## src/rtl/sram_port_arbiter_if.sv

```systemverilog
// Signal bundle between the fetch/data requesters, the port arbiter and the memory bus.
// master = arbiter side, slave = requesters plus downstream memory.
interface sram_port_arbiter_if #(
    parameter int ADDR_W = 32,
    parameter int DATA_W = 32
);
    logic              inst_req;
    logic [ADDR_W-1:0] inst_addr;
    logic              inst_cancel;
    logic              inst_done;
    logic [DATA_W-1:0] inst_rdata;

    logic              data_req;
    logic              data_wr;
    logic [3:0]        data_wstrb;
    logic [ADDR_W-1:0] data_addr;
    logic [DATA_W-1:0] data_wdata;
    logic              data_done;
    logic [DATA_W-1:0] data_rdata;

    logic              mem_req;
    logic              mem_wr;
    logic [3:0]        mem_wstrb;
    logic [ADDR_W-1:0] mem_addr;
    logic [DATA_W-1:0] mem_wdata;
    logic              mem_addr_ok;
    logic              mem_data_ok;
    logic [DATA_W-1:0] mem_rdata;

    logic              busy;

    modport master (
        input  inst_req, inst_addr, inst_cancel,
        input  data_req, data_wr, data_wstrb, data_addr, data_wdata,
        input  mem_addr_ok, mem_data_ok, mem_rdata,
        output inst_done, inst_rdata, data_done, data_rdata,
        output mem_req, mem_wr, mem_wstrb, mem_addr, mem_wdata,
        output busy
    );

    modport slave (
        output inst_req, inst_addr, inst_cancel,
        output data_req, data_wr, data_wstrb, data_addr, data_wdata,
        output mem_addr_ok, mem_data_ok, mem_rdata,
        input  inst_done, inst_rdata, data_done, data_rdata,
        input  mem_req, mem_wr, mem_wstrb, mem_addr, mem_wdata,
        input  busy
    );
endinterface

```

## src/rtl/sram_port_arbiter.sv

```systemverilog
// Shares one SRAM-like port between fetch and load/store; data has priority,
// fetch is guaranteed a slot after MAX_DATA_RUN back-to-back data grants.
module sram_port_arbiter #(
    parameter int ADDR_W       = 32,
    parameter int DATA_W       = 32,
    parameter int MAX_DATA_RUN = 4
) (
    input logic               clk,
    input logic               resetn,
    sram_port_arbiter_if.master bus
);
    typedef enum logic [1:0] {IDLE, REQ, WAIT} state_t;

    typedef struct packed {
        logic              wr;
        logic [3:0]        wstrb;
        logic [ADDR_W-1:0] addr;
        logic [DATA_W-1:0] wdata;
    } cmd_t;

    localparam logic [3:0] RUN_MAX = 4'(MAX_DATA_RUN);

    state_t            state_q, state_d;
    cmd_t              cmd_q, cmd_d;
    logic              mem_req_q, mem_req_d;
    logic              owner_q, owner_d;      // 1 = fetch owns the port
    logic [3:0]        run_cnt_q, run_cnt_d;
    logic              cancel_q, cancel_d;
    logic              inst_done_q, inst_done_d;
    logic              data_done_q, data_done_d;
    logic [DATA_W-1:0] inst_rdata_q, inst_rdata_d;
    logic [DATA_W-1:0] data_rdata_q, data_rdata_d;
    logic              busy_q, busy_d;

    logic inst_vld, inst_turn, pick_data, pick_inst;
    logic grant_data, grant_inst, complete;

    // Priority is decided on the raw requests; a requester whose done pulse is
    // visible this cycle is still showing its finished request, so if it wins
    // the slot stays empty for one cycle rather than handing it to the other side.
    always_comb begin
        inst_vld   = bus.inst_req && !bus.inst_cancel;
        inst_turn  = inst_vld && (run_cnt_q == RUN_MAX);
        pick_data  = bus.data_req && !inst_turn;
        pick_inst  = !pick_data && inst_vld;
        grant_data = pick_data && !data_done_q;
        grant_inst = pick_inst && !inst_done_q;
    end

    always_comb begin
        state_d      = state_q;
        cmd_d        = cmd_q;
        mem_req_d    = mem_req_q;
        owner_d      = owner_q;
        run_cnt_d    = run_cnt_q;
        cancel_d     = cancel_q;
        inst_done_d  = 1'b0;
        data_done_d  = 1'b0;
        inst_rdata_d = inst_rdata_q;
        data_rdata_d = data_rdata_q;
        complete     = 1'b0;

        case (state_q)
            IDLE: begin
                if (grant_data) begin
                    owner_d   = 1'b0;
                    cmd_d     = '{wr: bus.data_wr, wstrb: bus.data_wstrb,
                                  addr: bus.data_addr, wdata: bus.data_wdata};
                    mem_req_d = 1'b1;
                    cancel_d  = 1'b0;
                    state_d   = REQ;
                end else if (grant_inst) begin
                    owner_d   = 1'b1;
                    cmd_d     = '{wr: 1'b0, wstrb: 4'b0000,
                                  addr: bus.inst_addr, wdata: '0};
                    mem_req_d = 1'b1;
                    cancel_d  = 1'b0;
                    state_d   = REQ;
                end
                if (grant_inst || !bus.inst_req)
                    run_cnt_d = '0;
                else if (grant_data && run_cnt_q != RUN_MAX)
                    run_cnt_d = run_cnt_q + 4'd1;
            end
            REQ: begin
                if (bus.mem_addr_ok) begin
                    mem_req_d = 1'b0;
                    if (bus.mem_data_ok) complete = 1'b1;
                    else                 state_d  = WAIT;
                end
            end
            WAIT: begin
                if (bus.mem_data_ok) complete = 1'b1;
            end
            default: state_d = IDLE;
        endcase

        // A flushed fetch still has to finish on the bus; only its result is dropped.
        if (state_q != IDLE && owner_q && bus.inst_cancel)
            cancel_d = 1'b1;

        if (complete) begin
            state_d  = IDLE;
            cancel_d = 1'b0;
            if (owner_q) begin
                if (!(cancel_q || bus.inst_cancel)) begin
                    inst_done_d  = 1'b1;
                    inst_rdata_d = bus.mem_rdata;
                end
            end else begin
                data_done_d  = 1'b1;
                data_rdata_d = bus.mem_rdata;
            end
        end

        busy_d = (state_d != IDLE);
    end

    always_ff @(posedge clk or negedge resetn) begin
        if (!resetn) begin
            state_q      <= IDLE;
            cmd_q        <= '0;
            mem_req_q    <= 1'b0;
            owner_q      <= 1'b0;
            run_cnt_q    <= '0;
            cancel_q     <= 1'b0;
            inst_done_q  <= 1'b0;
            data_done_q  <= 1'b0;
            inst_rdata_q <= '0;
            data_rdata_q <= '0;
            busy_q       <= 1'b0;
        end else begin
            state_q      <= state_d;
            cmd_q        <= cmd_d;
            mem_req_q    <= mem_req_d;
            owner_q      <= owner_d;
            run_cnt_q    <= run_cnt_d;
            cancel_q     <= cancel_d;
            inst_done_q  <= inst_done_d;
            data_done_q  <= data_done_d;
            inst_rdata_q <= inst_rdata_d;
            data_rdata_q <= data_rdata_d;
            busy_q       <= busy_d;
        end
    end

    assign bus.mem_req    = mem_req_q;
    assign bus.mem_wr     = cmd_q.wr;
    assign bus.mem_wstrb  = cmd_q.wstrb;
    assign bus.mem_addr   = cmd_q.addr;
    assign bus.mem_wdata  = cmd_q.wdata;
    assign bus.inst_done  = inst_done_q;
    assign bus.inst_rdata = inst_rdata_q;
    assign bus.data_done  = data_done_q;
    assign bus.data_rdata = data_rdata_q;
    assign bus.busy       = busy_q;
endmodule
```

## src/flat_wrapper.sv

```systemverilog
// flat-port wrapper written by rule: the top's interface ports become plain ports
module sram_port_arbiter_flat 
#(
    parameter int ADDR_W       = 32,
    parameter int DATA_W       = 32,
    parameter int MAX_DATA_RUN = 4
)
  (clk, resetn, bus_inst_req, bus_inst_addr, bus_inst_cancel, bus_data_req, bus_data_wr, bus_data_wstrb, bus_data_addr, bus_data_wdata, bus_mem_addr_ok, bus_mem_data_ok, bus_mem_rdata, bus_inst_done, bus_inst_rdata, bus_data_done, bus_data_rdata, bus_mem_req, bus_mem_wr, bus_mem_wstrb, bus_mem_addr, bus_mem_wdata, bus_busy);
  sram_port_arbiter_if #(.ADDR_W(ADDR_W), .DATA_W(DATA_W)) bus_i ();
  input logic clk;
  input logic resetn;
  input wire logic [$bits(bus_i.inst_req)-1:0] bus_inst_req;
  input wire logic [$bits(bus_i.inst_addr)-1:0] bus_inst_addr;
  input wire logic [$bits(bus_i.inst_cancel)-1:0] bus_inst_cancel;
  input wire logic [$bits(bus_i.data_req)-1:0] bus_data_req;
  input wire logic [$bits(bus_i.data_wr)-1:0] bus_data_wr;
  input wire logic [$bits(bus_i.data_wstrb)-1:0] bus_data_wstrb;
  input wire logic [$bits(bus_i.data_addr)-1:0] bus_data_addr;
  input wire logic [$bits(bus_i.data_wdata)-1:0] bus_data_wdata;
  input wire logic [$bits(bus_i.mem_addr_ok)-1:0] bus_mem_addr_ok;
  input wire logic [$bits(bus_i.mem_data_ok)-1:0] bus_mem_data_ok;
  input wire logic [$bits(bus_i.mem_rdata)-1:0] bus_mem_rdata;
  output wire logic [$bits(bus_i.inst_done)-1:0] bus_inst_done;
  output wire logic [$bits(bus_i.inst_rdata)-1:0] bus_inst_rdata;
  output wire logic [$bits(bus_i.data_done)-1:0] bus_data_done;
  output wire logic [$bits(bus_i.data_rdata)-1:0] bus_data_rdata;
  output wire logic [$bits(bus_i.mem_req)-1:0] bus_mem_req;
  output wire logic [$bits(bus_i.mem_wr)-1:0] bus_mem_wr;
  output wire logic [$bits(bus_i.mem_wstrb)-1:0] bus_mem_wstrb;
  output wire logic [$bits(bus_i.mem_addr)-1:0] bus_mem_addr;
  output wire logic [$bits(bus_i.mem_wdata)-1:0] bus_mem_wdata;
  output wire logic [$bits(bus_i.busy)-1:0] bus_busy;
  assign bus_i.inst_req = bus_inst_req;
  assign bus_i.inst_addr = bus_inst_addr;
  assign bus_i.inst_cancel = bus_inst_cancel;
  assign bus_i.data_req = bus_data_req;
  assign bus_i.data_wr = bus_data_wr;
  assign bus_i.data_wstrb = bus_data_wstrb;
  assign bus_i.data_addr = bus_data_addr;
  assign bus_i.data_wdata = bus_data_wdata;
  assign bus_i.mem_addr_ok = bus_mem_addr_ok;
  assign bus_i.mem_data_ok = bus_mem_data_ok;
  assign bus_i.mem_rdata = bus_mem_rdata;
  assign bus_inst_done = bus_i.inst_done;
  assign bus_inst_rdata = bus_i.inst_rdata;
  assign bus_data_done = bus_i.data_done;
  assign bus_data_rdata = bus_i.data_rdata;
  assign bus_mem_req = bus_i.mem_req;
  assign bus_mem_wr = bus_i.mem_wr;
  assign bus_mem_wstrb = bus_i.mem_wstrb;
  assign bus_mem_addr = bus_i.mem_addr;
  assign bus_mem_wdata = bus_i.mem_wdata;
  assign bus_busy = bus_i.busy;
  sram_port_arbiter #(.ADDR_W(ADDR_W), .DATA_W(DATA_W), .MAX_DATA_RUN(MAX_DATA_RUN)) u_core (.clk(clk), .resetn(resetn), .bus(bus_i));
endmodule
```

## config.mk

```make
export PLATFORM = sky130hd
export DESIGN_NAME = sram_port_arbiter_flat
export DESIGN_NICKNAME = d
export VERILOG_FILES = /design/src/rtl/sram_port_arbiter_if.sv /design/src/rtl/sram_port_arbiter.sv /design/src/flat_wrapper.sv
export SDC_FILE = /design/constraint.sdc
export NUM_CORES = 1
export LEC_CHECK = 0
export ABC_AREA = 1
export BUFFER_PORTS_ARGS = -buffer_cell sky130_fd_sc_hd__buf_2
export CORE_MARGIN = 2
export CORE_UTILIZATION = 30
export CTS_CLUSTER_DIAMETER = 80
export DETAILED_ROUTE_END_ITERATION = 12
export PLACE_DENSITY = 0.57
export RECOVER_POWER = 50
export SLEW_MARGIN = 5
export SYNTH_ARGS = -nofsm -noshare
export SYNTH_HDL_FRONTEND = slang
export SYNTH_SLANG_ARGS = --single-unit
```

## constraint.sdc

```tcl
create_clock -name clk -period 4.1 [get_ports clk]
set_clock_uncertainty 0.05 [all_clocks]
set_input_delay 0.615 -clock clk [delete_from_list [all_inputs] [get_ports clk]]
set_output_delay 0.615 -clock clk [all_outputs]
set_load 0.03 [all_outputs]
```

==> results_dict.tcl <==
set metrics [dict create \
    status "finished with violations" \
    violations "capacitance limit, slew limit" \
    holdBufCountCts 0 \
    drcViolationCount 0 \
    vdd_drop_max_v 0.000361 \
    fmax_ghz 0.345 \
    gr-usage-all-layers_pct 16.1 \
    die_w_um 148 \
    synth_fp_nets 902 \
    area_delta_synth_final_pct 33.5 \
    tightest_slew_ns 2.84 \
    slowest_delay_ns 1.96 \
    cp.buffers_inverters 2 \
    crit_fanout 112 \
    n_fill_cell 2142 \
    tns_ns 0 \
    cp_top_family "buffers and inverters" \
    final_cell_mix "450 x nand2_1, 207 x buf_2, 145 x dfrtp_1" \
    min_path_cells 3 \
    core.rowCount 52 \
    synth_xor_area_share_pct 0.281 \
    synthAdderAreaFrac_pct 1.21 \
    clkTransAtPathRegs_ns 0.06 \
    syn_area_um2 6220 \
    hold_end "u_core.bus.mem_wdata[6]" \
    seq_area_frac_synth_pct 58.3 \
    coreArea_um2 20300 \
    grt_max_degree 113 \
    synthFlopType "dfrtp_1" \
    insertion_delay_ns 0.41 \
    io_buffers 276 \
    switching_share_pct 46.3 \
    worstPathArrival_ns 3.37 \
    io_pins 277 \
    p_clk_share_pct 23.0 \
    report.final.slew_viol_count 113 \
    share_comb_of_total_power_pct 43.0 \
    period_minus_slack_ns 2.90 \
    antenna_found_initial 1 \
    hold_viol 0 \
    critPathRequiredTime_ns 4.57 \
    syn_area_per_cell_um2 8.23 \
    finalCritPeriodShare_pct 70.8 \
    worst_slack_ns 1.20 \
    cts_setup_buffers 0 \
    cp-end-kind "async pin" \
    seq_area_um2 3630 \
    power_leakage_nw 4.68 \
    vias 5545 \
    cts-root-buf "clkbuf_16" \
    cts_max_level 4 \
    reg2reg_slack_ns 1.64 \
    r2r_start "u_core.state_q[1]" \
    worstHoldStart "bus_data_wdata[6]" \
    multi_input_area_um2 2170 \
    routed_wl_um 17600 \
    drt_iter0_markers 211 \
    max_slew_margin_pct -89.6 \
    path_class "input port to async pin" \
    seq_power_share_pct 34.0 \
    synth_top_family_by_area "simple AND/OR/NAND/NOR gates" \
    finish.net_count 1169 \
    synthCells 756 \
    synth_top_area_share_pct 58.3 \
    initial_utilization_pct 30.7 \
    startpoint_type "input port" \
    cap_violations 1 \
    synth_warnings 0 \
    synthArstFlopShare_pct 100 \
    fp.dieH_um 148 \
    cp_slowest_cell "clkbuf_2" \
    die_area_um2 21900 \
    pre_cts_slack_ns 1.52 \
    reg2reg_depth 9 \
    grt_first_pass_wirelength_um 27800 \
    p_per_area_nw_per_um2 858 \
    hold_slack_ns 0.349 \
    grt_pass1_vias 5437 \
    gp_congestion 0.755 \
    ant_nets 0 \
    vias_per_cell 4.24 \
    wire_per_inst_um 13.4 \
    synthSimpleGateAreaFrac_pct 29.9 \
    path_cells "clkbuf_2 > clkbuf_2" \
    rr_endpoint "u_core.bus.data_rdata[19]" \
    cts_tree "yes" \
    drive_gt1_share_pct 25.4 \
    setup_viol 0 \
    placed_cells 1274 \
    grt-ovfl-total 0 \
    yosys-top-cells-area "dfrtp_1 58%, nand2_1 27%, o21ai_0 3.1%" \
    switchingPower_mw 3.30 \
    ys_seq_elements 145 \
    p_int_mw 3.83 \
    crit_top_cell "clkbuf_2" \
    synth_mux_area_share_pct 0 \
    cts_num_sinks 145 \
    synth_compound_area_share_pct 3.50 \
    ctsResizeCount 0 \
    cts_buffers 17 \
    synth_enable_flop_cells 0 \
    clock_path_buffers 2 \
    dpl.hpwl_um 12200 \
    final_cells 1307 \
    layout_commonest_cell "nand2_1" \
    yosysUniqueCellTypes 24 \
    yosysTopAreaCell "dfrtp_1" \
    min_path_type "input port to register" \
    dr.pass1.iters 4 \
    rsz0062_at_grt "false" \
]
-- state kept, by name, summed over array words and instances, names as in the netlist --
signal / cells
u_core.bus.mem_req: 1
u_core.bus.busy: 1
u_core.bus.mem_wdata: 32
u_core.bus.inst_done: 1
u_core.owner_q: 1
u_core.bus.inst_rdata: 32
u_core.run_cnt_q: 4
u_core.bus.data_rdata: 32
u_core.state_q: 2
u_core.bus.mem_wstrb: 4
u_core.bus.mem_addr: 32
u_core.bus.data_done: 1
u_core.cancel_q: 1
u_core.bus.mem_wr: 1
-- cell type report --
class	count	share of cell area, %
sequential	145	43.7
multi-input combinational	526	26.2
timing repair buffer	283	16.2
clock buffer	19	5.45
tap	270	4.07
inverter	50	2.29
clock inverter	13	2.12
antenna	1	0.0301
-- routing by layer --
layer	track usage (%)	vias up	part of all wire, %
met3	6.02	13	9.2
met1	20.8	2491	45
li1	-	2816	-
met4	4.29	0	0.94
met5	0	-	0
met2	25.4	225	45
-- power by group through the flow --
stage          registers [mW]  clock network, mW  logic (mW)
4_1_cts                  2.42               1.70        3.20
2_1_floorplan            3.64                  0       0.983
3_5_place_dp             2.42                  0        3.20
3_3_place_gp             2.42                  0        3.17
5_1_grt                  2.51               1.76        3.37
6_report                 2.43               1.64        3.06
-- cells in the mapped netlist, types with 2 or more instances --
| cell type | n |
|---|---|
| nand2_1 | 450 |
| inv_2 | 3 |
| nand4_1 | 4 |
| nor2_4 | 2 |
| a21oi_1 | 2 |
| a21oi_2 | 2 |
| buf_4 | 6 |
| o21ai_0 | 38 |
| nor2_1 | 6 |
| ha_1 | 6 |
| dfrtp_1 | 145 |
| xor2_1 | 2 |
| buf_6 | 7 |
| buf_2 | 20 |
| inv_1 | 46 |
| clkbuf_1 | 2 |
| nand2_2 | 4 |
| nand3_1 | 5 |
-- cell families (layout without fill, tap and decap cells) --
family          after synthesis  count (layout)
compound gates               42              42
buf+inv                      85             365
xor+xnor                      2               2
fa+ha+maj                     6               6
other cells                   0               1
simple gates                476             476
flops                       145             145
-- worst max-delay path by stage --
| stage | cells after the start | endpoint | start |
|---|---|---|---|
| after CTS | 9 | u_core.bus.data_rdata[19] | u_core.state_q[1] |
| after floorplan | 9 | u_core.bus.inst_rdata[22] | u_core.state_q[1] |
| final | 2 | u_core.bus.data_rdata[29] | resetn |
| after global routing | 2 | u_core.bus.data_rdata[29] | resetn |
| after detailed placement | 9 | u_core.bus.data_rdata[19] | u_core.state_q[1] |
| after global placement | 10 | u_core.bus.mem_wdata[2] | bus_inst_req |
-- metrics by stage --
stage	cell area (um^2)	total power, mW	util [%]
2_1_floorplan	6220	4.62	-
3_3_place_gp	7770	5.59	38.3
3_5_place_dp	7770	5.62	38.3
4_1_cts	8400	7.32	41.4
5_1_grt	8310	7.65	40.9
6_report	8310	7.13	40.9
Note: power is estimated with default switching activity, not from simulation.
